## src/rtl/target_tracker_if.sv

```systemverilog
// Detection handshake bundle between the marker detector and the target tracker.
// The detector side uses the master modport and the tracker side uses the slave modport.
interface target_tracker_if #(
   parameter int COORD_W = 11,
   parameter int PROB_W  = 11
) ();
   logic               det_valid;
   logic               det_ready;
   logic [COORD_W-1:0] det_h;
   logic [COORD_W-1:0] det_v;
   logic [COORD_W-1:0] det_diam;
   logic [PROB_W-1:0]  det_prob;

   modport master (
      output det_valid, det_h, det_v, det_diam, det_prob,
      input  det_ready
   );

   modport slave (
      input  det_valid, det_h, det_v, det_diam, det_prob,
      output det_ready
   );
endinterface

```

## src/rtl/target_tracker.sv

```systemverilog
// Multi-target tracker: matches one detection at a time against a table of tracked markers,
// ages out stale entries and publishes a per-frame snapshot of the table.
module target_tracker #(
   parameter int NUM_TARGETS = 4,
   parameter int COORD_W     = 11,
   parameter int PROB_W      = 11,
   parameter int MAX_AGE     = 3
) (
   input  logic               clk_in,
   input  logic               rst_in,
   input  logic               frame_start_in,
   target_tracker_if.slave    det,
   output logic [COORD_W-1:0] hcount_out   [NUM_TARGETS],
   output logic [COORD_W-1:0] vcount_out   [NUM_TARGETS],
   output logic [COORD_W-1:0] diameter_out [NUM_TARGETS],
   output logic               valid_out    [NUM_TARGETS],
   output logic               frame_done_out,
   output logic [7:0]         drop_count_out
);
   localparam int IDX_W = $clog2(NUM_TARGETS);
   localparam int AGE_W = $clog2(MAX_AGE + 2);
   localparam int DW    = 2 * COORD_W + 1;
   localparam logic [AGE_W-1:0] AGE_LIMIT = AGE_W'(MAX_AGE);

   localparam logic [1:0] ST_IDLE   = 2'd0;
   localparam logic [1:0] ST_SCAN   = 2'd1;
   localparam logic [1:0] ST_UPDATE = 2'd2;
   localparam logic [1:0] ST_FRAME  = 2'd3;

   logic [1:0]         state_q, state_d;
   logic               pend_q, pend_d;
   logic               ready_q, ready_d;
   logic [IDX_W-1:0]   idx_q, idx_d;
   logic               match_found_q, match_found_d;
   logic [IDX_W-1:0]   match_idx_q, match_idx_d;
   logic [COORD_W-1:0] det_h_q, det_h_d, det_v_q, det_v_d, det_diam_q, det_diam_d;
   logic [PROB_W-1:0]  det_prob_q, det_prob_d;
   logic [7:0]         drop_q, drop_d;
   logic               frame_done_q, frame_done_d;

   logic [COORD_W-1:0] tbl_h_q [NUM_TARGETS], tbl_h_d [NUM_TARGETS];
   logic [COORD_W-1:0] tbl_v_q [NUM_TARGETS], tbl_v_d [NUM_TARGETS];
   logic [COORD_W-1:0] tbl_diam_q [NUM_TARGETS], tbl_diam_d [NUM_TARGETS];
   logic [PROB_W-1:0]  tbl_prob_q [NUM_TARGETS], tbl_prob_d [NUM_TARGETS];
   logic               tbl_valid_q [NUM_TARGETS], tbl_valid_d [NUM_TARGETS];
   logic               tbl_seen_q [NUM_TARGETS], tbl_seen_d [NUM_TARGETS];
   logic [AGE_W-1:0]   tbl_age_q [NUM_TARGETS], tbl_age_d [NUM_TARGETS];

   logic [COORD_W-1:0] snap_h_q [NUM_TARGETS], snap_h_d [NUM_TARGETS];
   logic [COORD_W-1:0] snap_v_q [NUM_TARGETS], snap_v_d [NUM_TARGETS];
   logic [COORD_W-1:0] snap_diam_q [NUM_TARGETS], snap_diam_d [NUM_TARGETS];
   logic               snap_valid_q [NUM_TARGETS], snap_valid_d [NUM_TARGETS];

   // Distance test for the single entry currently addressed by the scan index.
   logic [COORD_W-1:0] sel_h, sel_v, dh, dv;
   logic [DW-1:0]      dh_w, dv_w, dm_w, dist_sq, diam_sq;
   logic               entry_match;

   always_comb begin
      sel_h       = tbl_h_q[idx_q];
      sel_v       = tbl_v_q[idx_q];
      dh          = (det_h_q >= sel_h) ? det_h_q - sel_h : sel_h - det_h_q;
      dv          = (det_v_q >= sel_v) ? det_v_q - sel_v : sel_v - det_v_q;
      dh_w        = DW'(dh);
      dv_w        = DW'(dv);
      dm_w        = DW'(tbl_diam_q[idx_q]);
      dist_sq     = dh_w * dh_w + dv_w * dv_w;
      diam_sq     = dm_w * dm_w;
      entry_match = tbl_valid_q[idx_q] && (dist_sq <= diam_sq);
   end

   logic             free_found;
   logic [IDX_W-1:0] free_idx;

   always_comb begin
      free_found = 1'b0;
      free_idx   = '0;
      for (int i = NUM_TARGETS - 1; i >= 0; i--) begin
         if (!tbl_valid_q[i]) begin
            free_found = 1'b1;
            free_idx   = IDX_W'(i);
         end
      end
   end

   always_comb begin
      logic [AGE_W-1:0] age_inc;
      age_inc       = '0;
      state_d       = state_q;
      pend_d        = pend_q;
      idx_d         = idx_q;
      match_found_d = match_found_q;
      match_idx_d   = match_idx_q;
      det_h_d       = det_h_q;
      det_v_d       = det_v_q;
      det_diam_d    = det_diam_q;
      det_prob_d    = det_prob_q;
      drop_d        = drop_q;
      frame_done_d  = 1'b0;
      tbl_h_d       = tbl_h_q;
      tbl_v_d       = tbl_v_q;
      tbl_diam_d    = tbl_diam_q;
      tbl_prob_d    = tbl_prob_q;
      tbl_valid_d   = tbl_valid_q;
      tbl_seen_d    = tbl_seen_q;
      tbl_age_d     = tbl_age_q;
      snap_h_d      = snap_h_q;
      snap_v_d      = snap_v_q;
      snap_diam_d   = snap_diam_q;
      snap_valid_d  = snap_valid_q;

      if (state_q != ST_IDLE && frame_start_in) begin
         pend_d = 1'b1;
      end

      case (state_q)
         ST_IDLE: begin
            // ready_q already implies IDLE with no pending frame, so a detection wins.
            if (det.det_valid && ready_q) begin
               det_h_d       = det.det_h;
               det_v_d       = det.det_v;
               det_diam_d    = det.det_diam;
               det_prob_d    = det.det_prob;
               idx_d         = '0;
               match_found_d = 1'b0;
               state_d       = ST_SCAN;
               if (frame_start_in) begin
                  pend_d = 1'b1;
               end
            end else if (frame_start_in || pend_q) begin
               pend_d  = 1'b0;
               state_d = ST_FRAME;
            end
         end
         ST_SCAN: begin
            if (!match_found_q && entry_match) begin
               match_found_d = 1'b1;
               match_idx_d   = idx_q;
            end
            if (idx_q == IDX_W'(NUM_TARGETS - 1)) begin
               state_d = ST_UPDATE;
            end else begin
               idx_d = idx_q + IDX_W'(1);
            end
         end
         ST_UPDATE: begin
            if (match_found_q) begin
               tbl_seen_d[match_idx_q] = 1'b1;
               tbl_age_d[match_idx_q]  = '0;
               if (det_prob_q < tbl_prob_q[match_idx_q]) begin
                  tbl_h_d[match_idx_q]    = det_h_q;
                  tbl_v_d[match_idx_q]    = det_v_q;
                  tbl_diam_d[match_idx_q] = det_diam_q;
                  tbl_prob_d[match_idx_q] = det_prob_q;
               end
            end else if (free_found) begin
               tbl_h_d[free_idx]     = det_h_q;
               tbl_v_d[free_idx]     = det_v_q;
               tbl_diam_d[free_idx]  = det_diam_q;
               tbl_prob_d[free_idx]  = det_prob_q;
               tbl_valid_d[free_idx] = 1'b1;
               tbl_seen_d[free_idx]  = 1'b1;
               tbl_age_d[free_idx]   = '0;
            end else if (drop_q != 8'hFF) begin
               drop_d = drop_q + 8'd1;
            end
            state_d = ST_IDLE;
         end
         default: begin
            for (int i = 0; i < NUM_TARGETS; i++) begin
               tbl_seen_d[i] = 1'b0;
               if (tbl_valid_q[i]) begin
                  if (tbl_seen_q[i]) begin
                     tbl_age_d[i] = '0;
                  end else begin
                     age_inc      = tbl_age_q[i] + AGE_W'(1);
                     tbl_age_d[i] = age_inc;
                     if (age_inc > AGE_LIMIT) begin
                        tbl_valid_d[i] = 1'b0;
                     end
                  end
               end
               snap_valid_d[i] = tbl_valid_d[i];
               snap_h_d[i]     = tbl_valid_d[i] ? tbl_h_q[i] : '0;
               snap_v_d[i]     = tbl_valid_d[i] ? tbl_v_q[i] : '0;
               snap_diam_d[i]  = tbl_valid_d[i] ? tbl_diam_q[i] : '0;
            end
            frame_done_d = 1'b1;
            state_d      = ST_IDLE;
         end
      endcase

      ready_d = (state_d == ST_IDLE) && !pend_d;
   end

   always_ff @(posedge clk_in or posedge rst_in) begin
      if (rst_in) begin
         state_q       <= ST_IDLE;
         pend_q        <= 1'b0;
         ready_q       <= 1'b1;
         idx_q         <= '0;
         match_found_q <= 1'b0;
         match_idx_q   <= '0;
         det_h_q       <= '0;
         det_v_q       <= '0;
         det_diam_q    <= '0;
         det_prob_q    <= '0;
         drop_q        <= '0;
         frame_done_q  <= 1'b0;
         for (int i = 0; i < NUM_TARGETS; i++) begin
            tbl_h_q[i]      <= '0;
            tbl_v_q[i]      <= '0;
            tbl_diam_q[i]   <= '0;
            tbl_prob_q[i]   <= '0;
            tbl_valid_q[i]  <= 1'b0;
            tbl_seen_q[i]   <= 1'b0;
            tbl_age_q[i]    <= '0;
            snap_h_q[i]     <= '0;
            snap_v_q[i]     <= '0;
            snap_diam_q[i]  <= '0;
            snap_valid_q[i] <= 1'b0;
         end
      end else begin
         state_q       <= state_d;
         pend_q        <= pend_d;
         ready_q       <= ready_d;
         idx_q         <= idx_d;
         match_found_q <= match_found_d;
         match_idx_q   <= match_idx_d;
         det_h_q       <= det_h_d;
         det_v_q       <= det_v_d;
         det_diam_q    <= det_diam_d;
         det_prob_q    <= det_prob_d;
         drop_q        <= drop_d;
         frame_done_q  <= frame_done_d;
         tbl_h_q       <= tbl_h_d;
         tbl_v_q       <= tbl_v_d;
         tbl_diam_q    <= tbl_diam_d;
         tbl_prob_q    <= tbl_prob_d;
         tbl_valid_q   <= tbl_valid_d;
         tbl_seen_q    <= tbl_seen_d;
         tbl_age_q     <= tbl_age_d;
         snap_h_q      <= snap_h_d;
         snap_v_q      <= snap_v_d;
         snap_diam_q   <= snap_diam_d;
         snap_valid_q  <= snap_valid_d;
      end
   end

   assign det.det_ready      = ready_q;
   assign frame_done_out     = frame_done_q;
   assign drop_count_out     = drop_q;

   for (genvar gi = 0; gi < NUM_TARGETS; gi++) begin : g_snap
      assign hcount_out[gi]   = snap_h_q[gi];
      assign vcount_out[gi]   = snap_v_q[gi];
      assign diameter_out[gi] = snap_diam_q[gi];
      assign valid_out[gi]    = snap_valid_q[gi];
   end
endmodule

```

## src/flat_wrapper.sv

```systemverilog
// flat-port wrapper written by rule: the top's interface ports become plain ports
module target_tracker_flat 
#(
   parameter int NUM_TARGETS = 4,
   parameter int COORD_W     = 11,
   parameter int PROB_W      = 11,
   parameter int MAX_AGE     = 3
)
  (clk_in, rst_in, frame_start_in, hcount_out, vcount_out, diameter_out, valid_out, frame_done_out, drop_count_out, det_det_valid, det_det_h, det_det_v, det_det_diam, det_det_prob, det_det_ready);
  target_tracker_if #(.COORD_W(COORD_W), .PROB_W(PROB_W)) det_i ();
  input  logic clk_in;
  input  logic rst_in;
  input  logic frame_start_in;
  output logic [COORD_W-1:0] hcount_out[NUM_TARGETS];
  output logic [COORD_W-1:0] vcount_out[NUM_TARGETS];
  output logic [COORD_W-1:0] diameter_out[NUM_TARGETS];
  output logic valid_out[NUM_TARGETS];
  output logic frame_done_out;
  output logic [7:0] drop_count_out;
  input wire logic [$bits(det_i.det_valid)-1:0] det_det_valid;
  input wire logic [$bits(det_i.det_h)-1:0] det_det_h;
  input wire logic [$bits(det_i.det_v)-1:0] det_det_v;
  input wire logic [$bits(det_i.det_diam)-1:0] det_det_diam;
  input wire logic [$bits(det_i.det_prob)-1:0] det_det_prob;
  output wire logic [$bits(det_i.det_ready)-1:0] det_det_ready;
  assign det_i.det_valid = det_det_valid;
  assign det_i.det_h = det_det_h;
  assign det_i.det_v = det_det_v;
  assign det_i.det_diam = det_det_diam;
  assign det_i.det_prob = det_det_prob;
  assign det_det_ready = det_i.det_ready;
  target_tracker #(.NUM_TARGETS(NUM_TARGETS), .COORD_W(COORD_W), .PROB_W(PROB_W), .MAX_AGE(MAX_AGE)) u_core (.clk_in(clk_in), .rst_in(rst_in), .frame_start_in(frame_start_in), .det(det_i), .hcount_out(hcount_out), .vcount_out(vcount_out), .diameter_out(diameter_out), .valid_out(valid_out), .frame_done_out(frame_done_out), .drop_count_out(drop_count_out));
endmodule
```

## config.mk

```make
export PLATFORM = sky130hd
export DESIGN_NAME = target_tracker_flat
export DESIGN_NICKNAME = d
export VERILOG_FILES = /design/src/rtl/target_tracker_if.sv /design/src/rtl/target_tracker.sv /design/src/flat_wrapper.sv
export SDC_FILE = /design/constraint.sdc
export NUM_CORES = 2
export LEC_CHECK = 0
export BUFFER_PORTS_ARGS = -buffer_cell sky130_fd_sc_hd__buf_2
export CORE_MARGIN = 2
export CORE_UTILIZATION = 30
export DETAILED_ROUTE_END_ITERATION = 8
export PLACE_DENSITY = 0.45
export SLEW_MARGIN = 10
export SYNTH_ARGS = -nofsm -noshare
export SYNTH_HDL_FRONTEND = slang
export SYNTH_SLANG_ARGS = --single-unit
```

## constraint.sdc

```tcl
create_clock -name clk_in -period 26.1 [get_ports clk_in]
set_input_delay 3.915 -clock clk_in [delete_from_list [all_inputs] [get_ports clk_in]]
set_output_delay 3.915 -clock clk_in [all_outputs]
set_load 0.005 [all_outputs]
```

==> results by group <==
Clock tree
  • Clock-pin slew on the worst setup and hold paths: 0.06 ns
  • Cells resized by post-CTS repair: 0
  • Post-CTS Setup Bufs: 0
  • Clock buffer count from CTS: 41
  • Worst skew pair latency: around 0.55 ns
  • Maximum clock path buffer count: 3
  • Clock sinks: 394
  • H-tree levels: 2
  • Root buffer cell: clkbuf_16
  • CTS tree: yes
  • Hold buffers post-CTS: 0

Layout
  • Layout cells sized above 1: between 20% and 30%
  • Register Area: 9860 um2
  • Commonest non-fill, non-tap cell in the layout: inv_1
  • Footprint of the multi-input gates: ~17000 um2
  • Layout area overhead: 12.8%
  • Nets: 3243
  • Most frequent cells in the layout: inv_1, dfrtp_1, ha_1
  • Fillers: 9559

Critical path
  • Largest fanout on the critical path: 22
  • Setup crit end kind: flip-flop
  • Crit path launch type: flip-flop
  • Most used cell, CP: fa_1
  • Top delay family on crit path: adder cells
  • WP buf/inv: 7
  • Slowest stage delay, CP: between 0.7 and 0.8 ns
  • Worst reg2reg startpoint: u_core.idx_q[1]
  • Crit Path Class: flip-flop to flip-flop
  • Crit-path slowest cell: dfrtp_2
  • Arr. time, crit path: 13.01 ns
  • WP depth: 41
  • Reg-to-Reg End: u_core.match_idx_q[1]
  • R2R cell count: 41
  • Critical Path Source: u_core.idx_q[1]
  • R2r setup slk: 13.51 ns
  • CP Capture Point: u_core.match_idx_q[1]
  • WP data required: 26.52 ns

Route
  • Via/cell ratio: between 4 and 5
  • DR vias: between 15000 and 20000
  • First-pass iteration count of the detailed router: 5
  • Residual DRC: 0
  • Iteration-0 DRC Markers: about 1000
  • Routed len/inst: around 19 um
  • Final wirelength: 78100 um
  • Number of routed nets with antenna violations: 0

Timing
  • Worst slew margin: 20.0%
  • Final setup viols: 0
  • Fmax achieved: 0.0794 GHz
  • Crit share post-route: between 40 and 50%
  • Hold Fails Final Rpt: 0
  • Post-layout min period: 12.59 ns
  • Worst Clk Skew: about 0.023 ns
  • Slew Limit Fails: 0
  • RSZ-0062 raised after global routing: false
  • Slew @ Worst Pin: 1.20 ns
  • Setup TNS: 0 ns

Global route
  • First-pass GRT wire length: 123000 um
  • All-layer global routing usage: 16.0%
  • Grt ovf: 0
  • Initial antenna violation count: 0
  • Number of global-route vias before repair: 21000
  • Largest net degree at the start of global routing: 135

Yosys
  • Synth top area cells: dfrtp_1, fa_1, ha_1
  • Avg Cell Area, Syn: 11.2 um2
  • FF+latch count, synth: 394
  • Synth unique cells: 79
  • Share of the synthesized area in the top cell type: 34.3%
  • Post-synth top flop: dfrtp_1
  • Synth Cell Area: 28700 um2
  • Post-synth EDFFs: 0
  • Post-synth ARST share: 100%
  • Post-synthesis net count: 3083
  • Sequential element share of the synthesized area: 34.4%
  • Cells after Synth: 2563
  • Syn. warnings: 0
  • Cell taking the most area after synthesis: dfrtp_1

Flow run
  • Max-Cap Viols: 0

Floorplanning
  • Die width: 313 um
  • Initial Util: 30.2%
  • I/O Pins: 194
  • Die Ht: 313 um
  • Site row count: 113
  • Core area: 94900 um2
  • DIE AREA: 98100 um2

Worst hold path
  • HP Class: flip-flop to flip-flop

Placement
  • GP Congestion: 0.819
  • PortBufs: slightly below 200
  • DPL Wire Length: 59700 um

Status
  • Status: finished clean
-- area by class of cell --
| type | count | area share (%) |
|---|---|---|
| inverter | 419 | 4.89 |
| clock buffer | 55 | 3.65 |
| multi-input combinational | 1647 | 52.0 |
| antenna | 1 | 0.00774 |
| sequential | 394 | 30.5 |
| tap | 1265 | 4.89 |
| timing repair buffer | 220 | 3.61 |
| clock inverter | 17 | 0.480 |
-- per-stage QoR --
step	utilization, %	hold WS, ns	worst slack (ns)	area (um2)	std cells
5_1_grt	34.1	0.504	12.83	32300	4017
3_5_place_dp	32.7	0.465	13.55	31000	3945
4_1_cts	34.1	0.488	13.52	32300	4017
6_report	34.1	0.481	13.51	32300	4018
3_3_place_gp	32.7	0.457	13.78	31000	3945
2_1_floorplan	-	0.469	11.23	28700	2563
-- worst register-to-register path, delay by kind of cell, from the launching register on --
family | cells | cell delay [ns]
adders and majority gates | 10 | 4.72
muxes | 3 | 1.20
AOI/OAI and AO/OA | 14 | 3.32
DFF | 1 | 0.73
and+or+nand+nor | 5 | 1.20
buffers and inverters | 7 | 0.86
xor gates and xnor gates | 2 | 0.44
-- cell usage after synthesis (all sizes together) (46+ instances only) --
master	count
a21oi	74
a22o	132
clkbuf	66
dfrtp	393
fa	233
ha	239
inv	419
mux2	205
nand2	133
nor2	137
o21ai	75
xnor2	46
-- worst min path at each step --
| stage | to | slack [ns] | start | cells past startpoint |
|---|---|---|---|---|
| floorplan | u_core.tbl_age_q[11] | 0.47 | u_core.tbl_age_q[11] | 2 |
| detailed placement | u_core.valid_out[1] | 0.46 | u_core.valid_out[1] | 1 |
| global route | u_core.valid_out[1] | 0.50 | u_core.valid_out[1] | 1 |
| CTS | u_core.valid_out[3] | 0.49 | u_core.valid_out[3] | 1 |
| finish | u_core.valid_out[3] | 0.48 | u_core.valid_out[3] | 1 |
| global placement | u_core.valid_out[0] | 0.46 | u_core.valid_out[0] | 1 |
-- routing by layer --
metal | GRT usage, % | part of all wire, % | wire length [um]
met5 | 0 | 0 | 0
met3 | 1.99 | 3.8 | 2930
met1 | 21.5 | 45 | 34900
met4 | 3.81 | 2.2 | 1730
met2 | 27.5 | 49 | 38500
-- sequential cells by signal, summed over array words and instances (netlist names), 12 cells and up --
name                 cells
u_core.tbl_prob_q       44
u_core.tbl_age_q        12
u_core.tbl_diam_q       44
u_core.vcount_out       44
u_core.tbl_v_q          44
u_core.tbl_h_q          44
u_core.diameter_out     44
u_core.hcount_out       44
-- cells by family (layout without fill, tap and decap cells) --
logic type                 after synthesis  count (layout)  share of synthesized area [%]
buffers and inverters                  522             711                           7.21
other                                    0               1                              0
adders and majority gates              472             472                           26.7
muxes                                  262             262                           12.0
AOI/OAI and AO/OA                      391             391                           9.86
DFF                                    394             394                           34.4
xor gates and xnor gates                77              77                           2.52
and+or+nand+nor                        445             445                           7.32
Power is not shown: default switching activity piles up to over one toggle a cycle in this logic, so the estimate is an artifact.
